===== config.mk =====
export PLATFORM = sky130hd
export DESIGN_NAME = aes_enc128_iter_flat
export DESIGN_NICKNAME = d
export VERILOG_FILES = /design/src/rtl/aes_enc128_iter.sv /design/src/rtl/aes_enc128_iter_if.sv /design/src/flat_wrapper.sv
export SDC_FILE = /design/constraint.sdc
export NUM_CORES = 2
export LEC_CHECK = 0
export ABC_AREA = 1
export BUFFER_PORTS_ARGS = -buffer_cell sky130_fd_sc_hd__buf_4
export CAP_MARGIN = 20
export CORE_MARGIN = 2
export CORE_UTILIZATION = 30
export DETAILED_ROUTE_END_ITERATION = 7
export GPL_TIMING_DRIVEN = 1
export HOLD_SLACK_MARGIN = 0.03
export PLACE_DENSITY_LB_ADDON = 0.25
export SLEW_MARGIN = 20
export SYNTH_ARGS = -nofsm -noshare
export SYNTH_HDL_FRONTEND = slang
export SYNTH_HIERARCHICAL = 1
export SYNTH_SLANG_ARGS = --single-unit

===== constraint.sdc =====
create_clock -name clk -period 12.2 [get_ports clk]
set_input_delay 1.83 -clock clk [delete_from_list [all_inputs] [get_ports clk]]
set_output_delay 1.83 -clock clk [all_outputs]
set_load 0.02 [all_outputs]

===== src/rtl/aes_enc128_iter.sv =====
// Iterative AES-128 encryptor: one full round per cycle, composite-field S-boxes,
// on-the-fly key expansion, one block in flight.
package aes_enc128_iter_pkg;

  function automatic logic [7:0] xtime(input logic [7:0] b);
    return {b[6:0], 1'b0} ^ (b[7] ? 8'h1b : 8'h00);
  endfunction

  function automatic logic [1:0] mul_gf2(input logic [1:0] q, input logic [1:0] w);
    return {(q[1] & w[1]) ^ (q[0] & w[1]) ^ (q[1] & w[0]),
            (q[1] & w[1]) ^ (q[0] & w[0])};
  endfunction

  function automatic logic [1:0] mul_phi(input logic [1:0] q);
    return {q[1] ^ q[0], q[1]};
  endfunction

  function automatic logic [3:0] mul_gf4(input logic [3:0] q, input logic [3:0] w);
    logic [1:0] hh;
    hh = mul_gf2(q[3:2], w[3:2]);
    return {hh ^ mul_gf2(q[3:2], w[1:0]) ^ mul_gf2(q[1:0], w[3:2]),
            mul_phi(hh) ^ mul_gf2(q[1:0], w[1:0])};
  endfunction

  function automatic logic [3:0] square_nibble(input logic [3:0] q);
    return {q[3], q[3] ^ q[2], q[2] ^ q[1], q[3] ^ q[1] ^ q[0]};
  endfunction

  function automatic logic [3:0] mul_lambda(input logic [3:0] q);
    return {q[2] ^ q[0], q[3] ^ q[2] ^ q[1] ^ q[0], q[3], q[2]};
  endfunction

  function automatic logic [3:0] invert_nibble(input logic [3:0] q);
    logic [3:0] k;
    k[3] = q[3] ^ (q[3] & q[2] & q[1]) ^ (q[3] & q[0]) ^ q[2];
    k[2] = (q[3] & q[2] & q[1]) ^ (q[3] & q[2] & q[0]) ^ (q[3] & q[0]) ^ q[2] ^ (q[2] & q[1]);
    k[1] = q[3] ^ (q[3] & q[2] & q[1]) ^ (q[3] & q[1] & q[0]) ^ q[2] ^ (q[2] & q[0]) ^ q[1];
    k[0] = (q[3] & q[2] & q[1]) ^ (q[3] & q[2] & q[0]) ^ (q[3] & q[1]) ^ (q[3] & q[1] & q[0])
         ^ (q[3] & q[0]) ^ q[2] ^ (q[2] & q[1]) ^ (q[2] & q[1] & q[0]) ^ q[1] ^ q[0];
    return k;
  endfunction

  function automatic logic [7:0] isomorph(input logic [7:0] q);
    logic [7:0] k;
    k[7] = q[7] ^ q[5];
    k[6] = q[7] ^ q[6] ^ q[4] ^ q[3] ^ q[2] ^ q[1];
    k[5] = q[7] ^ q[5] ^ q[3] ^ q[2];
    k[4] = q[7] ^ q[5] ^ q[3] ^ q[2] ^ q[1];
    k[3] = q[7] ^ q[6] ^ q[2] ^ q[1];
    k[2] = q[7] ^ q[4] ^ q[3] ^ q[2] ^ q[1];
    k[1] = q[6] ^ q[4] ^ q[1];
    k[0] = q[6] ^ q[1] ^ q[0];
    return k;
  endfunction

  function automatic logic [7:0] inv_isomorph(input logic [7:0] q);
    logic [7:0] k;
    k[7] = q[7] ^ q[6] ^ q[5] ^ q[1];
    k[6] = q[6] ^ q[2];
    k[5] = q[6] ^ q[5] ^ q[1];
    k[4] = q[6] ^ q[5] ^ q[4] ^ q[2] ^ q[1];
    k[3] = q[5] ^ q[4] ^ q[3] ^ q[2] ^ q[1];
    k[2] = q[7] ^ q[4] ^ q[3] ^ q[2] ^ q[1];
    k[1] = q[5] ^ q[4];
    k[0] = q[6] ^ q[5] ^ q[4] ^ q[2] ^ q[0];
    return k;
  endfunction

  function automatic logic [7:0] affine(input logic [7:0] a);
    return a ^ {a[6:0], a[7]} ^ {a[5:0], a[7:6]} ^ {a[4:0], a[7:5]} ^ {a[3:0], a[7:4]} ^ 8'h63;
  endfunction

  // Inversion of ah*y + al over GF((2^4)^2) with y^2 = y + lambda.
  function automatic logic [7:0] sbox(input logic [7:0] a);
    logic [7:0] t;
    logic [3:0] ah, al, dinv;
    t    = isomorph(a);
    ah   = t[7:4];
    al   = t[3:0];
    dinv = invert_nibble(mul_lambda(square_nibble(ah)) ^ mul_gf4(ah ^ al, al));
    return affine(inv_isomorph({mul_gf4(ah, dinv), mul_gf4(ah ^ al, dinv)}));
  endfunction

  function automatic logic [127:0] shift_rows(input logic [127:0] s);
    logic [127:0] o;
    o = '0;
    for (int unsigned c = 0; c < 4; c++)
      for (int unsigned r = 0; r < 4; r++)
        o[127-8*(r+4*c) -: 8] = s[127-8*(r+4*((c+r)%4)) -: 8];
    return o;
  endfunction

  function automatic logic [127:0] mix_columns(input logic [127:0] s);
    logic [127:0] o;
    logic [7:0]   b0, b1, b2, b3;
    o = '0;
    for (int unsigned c = 0; c < 4; c++) begin
      b0 = s[127-32*c -: 8];
      b1 = s[119-32*c -: 8];
      b2 = s[111-32*c -: 8];
      b3 = s[103-32*c -: 8];
      o[127-32*c -: 8] = xtime(b0) ^ xtime(b1) ^ b1 ^ b2 ^ b3;
      o[119-32*c -: 8] = b0 ^ xtime(b1) ^ xtime(b2) ^ b2 ^ b3;
      o[111-32*c -: 8] = b0 ^ b1 ^ xtime(b2) ^ xtime(b3) ^ b3;
      o[103-32*c -: 8] = xtime(b0) ^ b0 ^ b1 ^ b2 ^ xtime(b3);
    end
    return o;
  endfunction

endpackage

module aes_enc128_iter_sbox (
  input  logic [7:0] a_i,
  output logic [7:0] s_o
);
  assign s_o = aes_enc128_iter_pkg::sbox(a_i);
endmodule

module aes_enc128_iter (
  input logic            clk,
  input logic            rst_n,
  aes_enc128_iter_if.slave bus
);
  import aes_enc128_iter_pkg::*;

  typedef enum logic [1:0] {IDLE, ROUND, DONE} state_t;

  state_t       state_q, state_d;
  logic [127:0] st_q, st_d, rk_q, rk_d;
  logic [3:0]   rnd_q, rnd_d;
  logic [7:0]   rcon_q, rcon_d;
  logic [127:0] sb, sr, rk_next, round_out;
  logic [31:0]  ksub, w4, w5, w6, w7;
  logic         in_ready, out_valid;

  for (genvar gi = 0; gi < 16; gi++) begin : g_state_sbox
    aes_enc128_iter_sbox u_sbox (.a_i(st_q[gi*8 +: 8]), .s_o(sb[gi*8 +: 8]));
  end

  for (genvar gk = 0; gk < 4; gk++) begin : g_key_sbox
    aes_enc128_iter_sbox u_sbox (.a_i(rk_q[gk*8 +: 8]), .s_o(ksub[gk*8 +: 8]));
  end

  // ksub is SubWord(w3) in place; the byte rotation applies afterwards.
  assign w4 = rk_q[127:96] ^ {ksub[23:0], ksub[31:24]} ^ {rcon_q, 24'h0};
  assign w5 = w4 ^ rk_q[95:64];
  assign w6 = w5 ^ rk_q[63:32];
  assign w7 = w6 ^ rk_q[31:0];
  assign rk_next = {w4, w5, w6, w7};

  assign sr        = shift_rows(sb);
  assign round_out = ((rnd_q == 4'd10) ? sr : mix_columns(sr)) ^ rk_next;

  always_comb begin
    state_d   = state_q;
    st_d      = st_q;
    rk_d      = rk_q;
    rnd_d     = rnd_q;
    rcon_d    = rcon_q;
    in_ready  = 1'b0;
    out_valid = 1'b0;
    case (state_q)
      IDLE: begin
        in_ready = 1'b1;
        if (bus.in_valid) begin
          st_d    = bus.in_data ^ bus.in_key;
          rk_d    = bus.in_key;
          rnd_d   = 4'd1;
          rcon_d  = 8'h01;
          state_d = ROUND;
        end
      end
      ROUND: begin
        st_d   = round_out;
        rk_d   = rk_next;
        rcon_d = xtime(rcon_q);
        rnd_d  = rnd_q + 4'd1;
        if (rnd_q == 4'd10) state_d = DONE;
      end
      DONE: begin
        out_valid = 1'b1;
        if (bus.out_ready) state_d = IDLE;
      end
      default: state_d = IDLE;
    endcase
  end

  always_ff @(posedge clk) begin
    if (!rst_n) begin
      state_q <= IDLE;
      st_q    <= '0;
      rk_q    <= '0;
      rnd_q   <= '0;
      rcon_q  <= 8'h01;
    end else begin
      state_q <= state_d;
      st_q    <= st_d;
      rk_q    <= rk_d;
      rnd_q   <= rnd_d;
      rcon_q  <= rcon_d;
    end
  end

  assign bus.in_ready  = in_ready;
  assign bus.out_valid = out_valid;
  assign bus.out_data  = st_q;
  assign bus.busy      = (state_q != IDLE);

endmodule


===== src/rtl/aes_enc128_iter_if.sv =====
// Handshake bundle for the iterative AES-128 encryptor: plaintext/key in, ciphertext out.
interface aes_enc128_iter_if;
  logic         in_valid;
  logic         in_ready;
  logic [127:0] in_data;
  logic [127:0] in_key;
  logic         out_valid;
  logic         out_ready;
  logic [127:0] out_data;
  logic         busy;

  modport master (
    output in_valid, in_data, in_key, out_ready,
    input  in_ready, out_valid, out_data, busy
  );

  modport slave (
    input  in_valid, in_data, in_key, out_ready,
    output in_ready, out_valid, out_data, busy
  );
endinterface


===== src/flat_wrapper.sv =====
// flat-port wrapper written by rule: the top's interface ports become plain ports
module aes_enc128_iter_flat import aes_enc128_iter_pkg::*;
  (clk, rst_n, bus_in_valid, bus_in_data, bus_in_key, bus_out_ready, bus_in_ready, bus_out_valid, bus_out_data, bus_busy);
  aes_enc128_iter_if bus_i ();
  input logic clk;
  input logic rst_n;
  input wire logic [$bits(bus_i.in_valid)-1:0] bus_in_valid;
  input wire logic [$bits(bus_i.in_data)-1:0] bus_in_data;
  input wire logic [$bits(bus_i.in_key)-1:0] bus_in_key;
  input wire logic [$bits(bus_i.out_ready)-1:0] bus_out_ready;
  output wire logic [$bits(bus_i.in_ready)-1:0] bus_in_ready;
  output wire logic [$bits(bus_i.out_valid)-1:0] bus_out_valid;
  output wire logic [$bits(bus_i.out_data)-1:0] bus_out_data;
  output wire logic [$bits(bus_i.busy)-1:0] bus_busy;
  assign bus_i.in_valid = bus_in_valid;
  assign bus_i.in_data = bus_in_data;
  assign bus_i.in_key = bus_in_key;
  assign bus_i.out_ready = bus_out_ready;
  assign bus_in_ready = bus_i.in_ready;
  assign bus_out_valid = bus_i.out_valid;
  assign bus_out_data = bus_i.out_data;
  assign bus_busy = bus_i.busy;
  aes_enc128_iter u_core (.clk(clk), .rst_n(rst_n), .bus(bus_i));
endmodule

==> qor.yml <==
slew_violations: 0
clock_path_buffers: 3
critPathSlowestCell: "xor2_1"
r2r-start: "u_core/bus.out_data[107]$_SDFFE_PN0P_"
gp_routability_congestion: 1.01
numCtsBuffers: 45
vias_per_cell: 4.91
io_buffers: 390
postRouteAntennaNets: 0
synth_xor_area_frac: 0.0773
grt.total_usage: 0.237
core_area_mm2: 0.241
hold_class: "flip-flop to flip-flop"
final_common_cell: "nand2_1"
crit_path_start: "u_core/bus.out_data[107]$_SDFFE_PN0P_"
rsz0062_at_grt: "false"
skew_ps: 56.8
clk_pin_slew_ps: 60
final_cell_mix: "nand2_1 (6472), nand3_1 (1976), inv_1 (1699), nand2_2 (900), nor2_1 (563)"
cts_sinks: 270
initial_core_util: 0.302
dpl.hpwl_um: 255000
ctsHoldBuffers: 0
synth_mux_area_frac: 0
ys.flop_type: "dfxtp_1"
cts-root-buf: "clkbuf_16"
dieArea_mm2: 0.247
fin_tns_setup_ps: 0
cts_max_level: 2
hold_path_end: "u_core/rcon_q[2]$_SDFFE_PN0P_"
worstSetupStartpointType: "flip-flop"
clk_latency_ps: 700
crit_required_ps: 12800
syn_to_final_growth_pct: 10.0
io_pins: 391
worst_pin_slew_ps: 1300
drt-wirelength-per-cell_um: 17.0
max_stage_delay_ps: 710
num_rows: 180
period_needed_ps: 7430
yosysUniqueCellTypes: 49
route.detailed.drc: 0
crit_family: "simple AND/OR/NAND/NOR gates"
seq_area_frac_synth: 0.0743
fp.dieW_um: 497
drv_cap: 0
cts_setup_buffers: 0
timing.hold.ws_ps: 490
synth_fa_ha_area_frac: 0.0141
clock.fmax_ghz: 0.135
ctsResizeCount: 0
slew_headroom: 0.130
reg2reg_slack_ps: 4770
critPathCaptureType: "flip-flop"
synthArstFlopShare: 0
hp-start: "u_core/rcon_q[2]$_SDFFE_PN0P_"
syn_area_mm2: 0.0728
yosysWarnings: 6
outcome: "complete, no violations"
drive_above_1_share: 0.142
worst_path_most_repeated_cell: "nand2_1"
synth_compound_area_frac: 0.0603
vias: 88081
fillers: 27694
holdPathStages: 2
min_period_over_period: 0.609
synth_top_family_by_area: "simple AND/OR/NAND/NOR gates"
drtIter0Drc: 8177
wl_um: 304000
finalSetupViolCount: 0
drtPass1Iterations: 7
synth-simple-area-share: 0.650
synth_seq_cells: 270
critPathBufInv: 5
syn_inst: 14499
die_h_um: 497
syn_nets: 14841
grt_pass1_wl_um: 455000
critPathMaxFanout: 19
arrival_ps: 8020
nNetsFinal: 15052
cts_tree: "yes"
grt_overflow: 0
antenna_found_initial: 16
rr_endpoint: "u_core/bus.out_data[52]$_SDFFE_PN0P_"
syn_avg_cell_area_um2: 5.02
r2r_cells: 44
grt_max_degree: 160
synth_edf_count: 0
grt_pass1_vias: 76728
finalHoldViolations: 0
path_class: "flip-flop to flip-flop"
-- worst min-delay path, stage by stage (launching register included) --
cell	delay (ps)
dfxtp_1	320
nand2_1	70
a21oi_1	50
-- flip-flops by register name (all words and copies together), names as in the netlist --
register / count
u_core/rcon_q: 8
u_core/rk_q: 128
u_core/state_q: 2
u_core/rnd_q: 4
u_core/bus.out_data: 128
-- final cells by class --
cell class	instances	area [um2]	share of cell area
diodes	10	25.0	0.000312
clock buffers	53	1200	0.0149
clock inverters	23	338	0.00422
inverters	1966	7500	0.0936
multi-input cells	11998	58400	0.729
flip-flops and latches	270	5410	0.0675
well taps	3185	3990	0.0498
repair buffers	429	3250	0.0405
-- cell usage after synthesis (2+ instances only) --
| library cell | instances | share of area |
|---|---|---|
| a21o_1 | 8 | 0.00083 |
| buf_6 | 42 | 0.0065 |
| xnor2_2 | 4 | 0.00089 |
| buf_4 | 18 | 0.0019 |
| nor2_1 | 563 | 0.029 |
| xor2_1 | 423 | 0.051 |
| dfxtp_1 | 270 | 0.074 |
| nand2_4 | 80 | 0.012 |
| o211ai_1 | 39 | 0.0040 |
| or2_0 | 3 | 0.00026 |
| nand3_2 | 180 | 0.025 |
| nand4_4 | 20 | 0.0058 |
| nor2_2 | 44 | 0.0038 |
| nor3b_2 | 2 | 0.00034 |
| nand3_1 | 1977 | 0.14 |
| clkbuf_1 | 50 | 0.0026 |
| clkinv_1 | 20 | 0.0010 |
| buf_2 | 144 | 0.0099 |
| inv_2 | 226 | 0.012 |
| a21oi_2 | 20 | 0.0024 |
| a21oi_1 | 207 | 0.014 |
| ha_1 | 82 | 0.014 |
| nand2_2 | 900 | 0.077 |
| xnor2_1 | 209 | 0.025 |
| o21ai_1 | 45 | 0.0031 |
| nand2_1 | 6472 | 0.33 |
| buf_1 | 8 | 0.00041 |
| o21ai_4 | 20 | 0.0045 |
| o21bai_1 | 6 | 0.00062 |
| nand3b_1 | 34 | 0.0035 |
| or2_2 | 46 | 0.0040 |
| inv_1 | 1700 | 0.088 |
| nand4_1 | 161 | 0.014 |
| inv_6 | 20 | 0.0024 |
| clkbuf_2 | 3 | 0.00021 |
| nand2b_1 | 3 | 0.00026 |
| a31o_2 | 3 | 0.00036 |
| o21ai_0 | 277 | 0.019 |
| o2111ai_1 | 2 | 0.00024 |
| nor3_1 | 20 | 0.0014 |
| a31oi_1 | 120 | 0.010 |
| nor2_4 | 21 | 0.0032 |
-- cell families after synthesis --
family | count (synthesis)
adders and majority gates | 82
xor gates and xnor gates | 637
DFF | 270
buffers and inverters | 2231
AOI/OAI and AO/OA | 753
and+or+nand+nor | 10526
-- per-layer routing --
| layer | part of all wire | track usage | routed length [um] | up-vias |
|---|---|---|---|---|
| li1 | - | - | - | 45679 |
| met1 | 0.44 | 0.314 | 135000 | 39344 |
| met2 | 0.43 | 0.376 | 131000 | 2662 |
| met3 | 0.062 | 0.0226 | 18900 | 396 |
| met4 | 0.065 | 0.132 | 19600 | 0 |
| met5 | 0 | 0 | 0 | - |
-- per-stage QoR --
| stage | cells | area, um2 | setup WS (ps) | utilization |
|---|---|---|---|---|
| after floorplan | 14499 | 72800 | 7100 | - |
| after global placement | 17848 | 78500 | 4960 | 0.326 |
| after detailed placement | 17848 | 78500 | 5010 | 0.326 |
| after CTS | 17924 | 80100 | 4980 | 0.332 |
| after global routing | 17931 | 80100 | 4020 | 0.332 |
| final | 17934 | 80100 | 4770 | 0.332 |
-- how the worst max path moves through the flow --
| stage | end | cells past startpoint |
|---|---|---|
| 2_1_floorplan | u_core/bus.out_data[75]$_SDFFE_PN0P_ | 40 |
| 3_3_place_gp | u_core/bus.out_data[83]$_SDFFE_PN0P_ | 39 |
| 3_5_place_dp | u_core/bus.out_data[52]$_SDFFE_PN0P_ | 41 |
| 4_1_cts | u_core/bus.out_data[52]$_SDFFE_PN0P_ | 41 |
| 5_1_grt | u_core/bus.out_data[52]$_SDFFE_PN0P_ | 43 |
| 6_report | u_core/bus.out_data[52]$_SDFFE_PN0P_ | 44 |
Power is not shown: default switching activity piles up to over one toggle a cycle in this logic, so the estimate is an artifact.
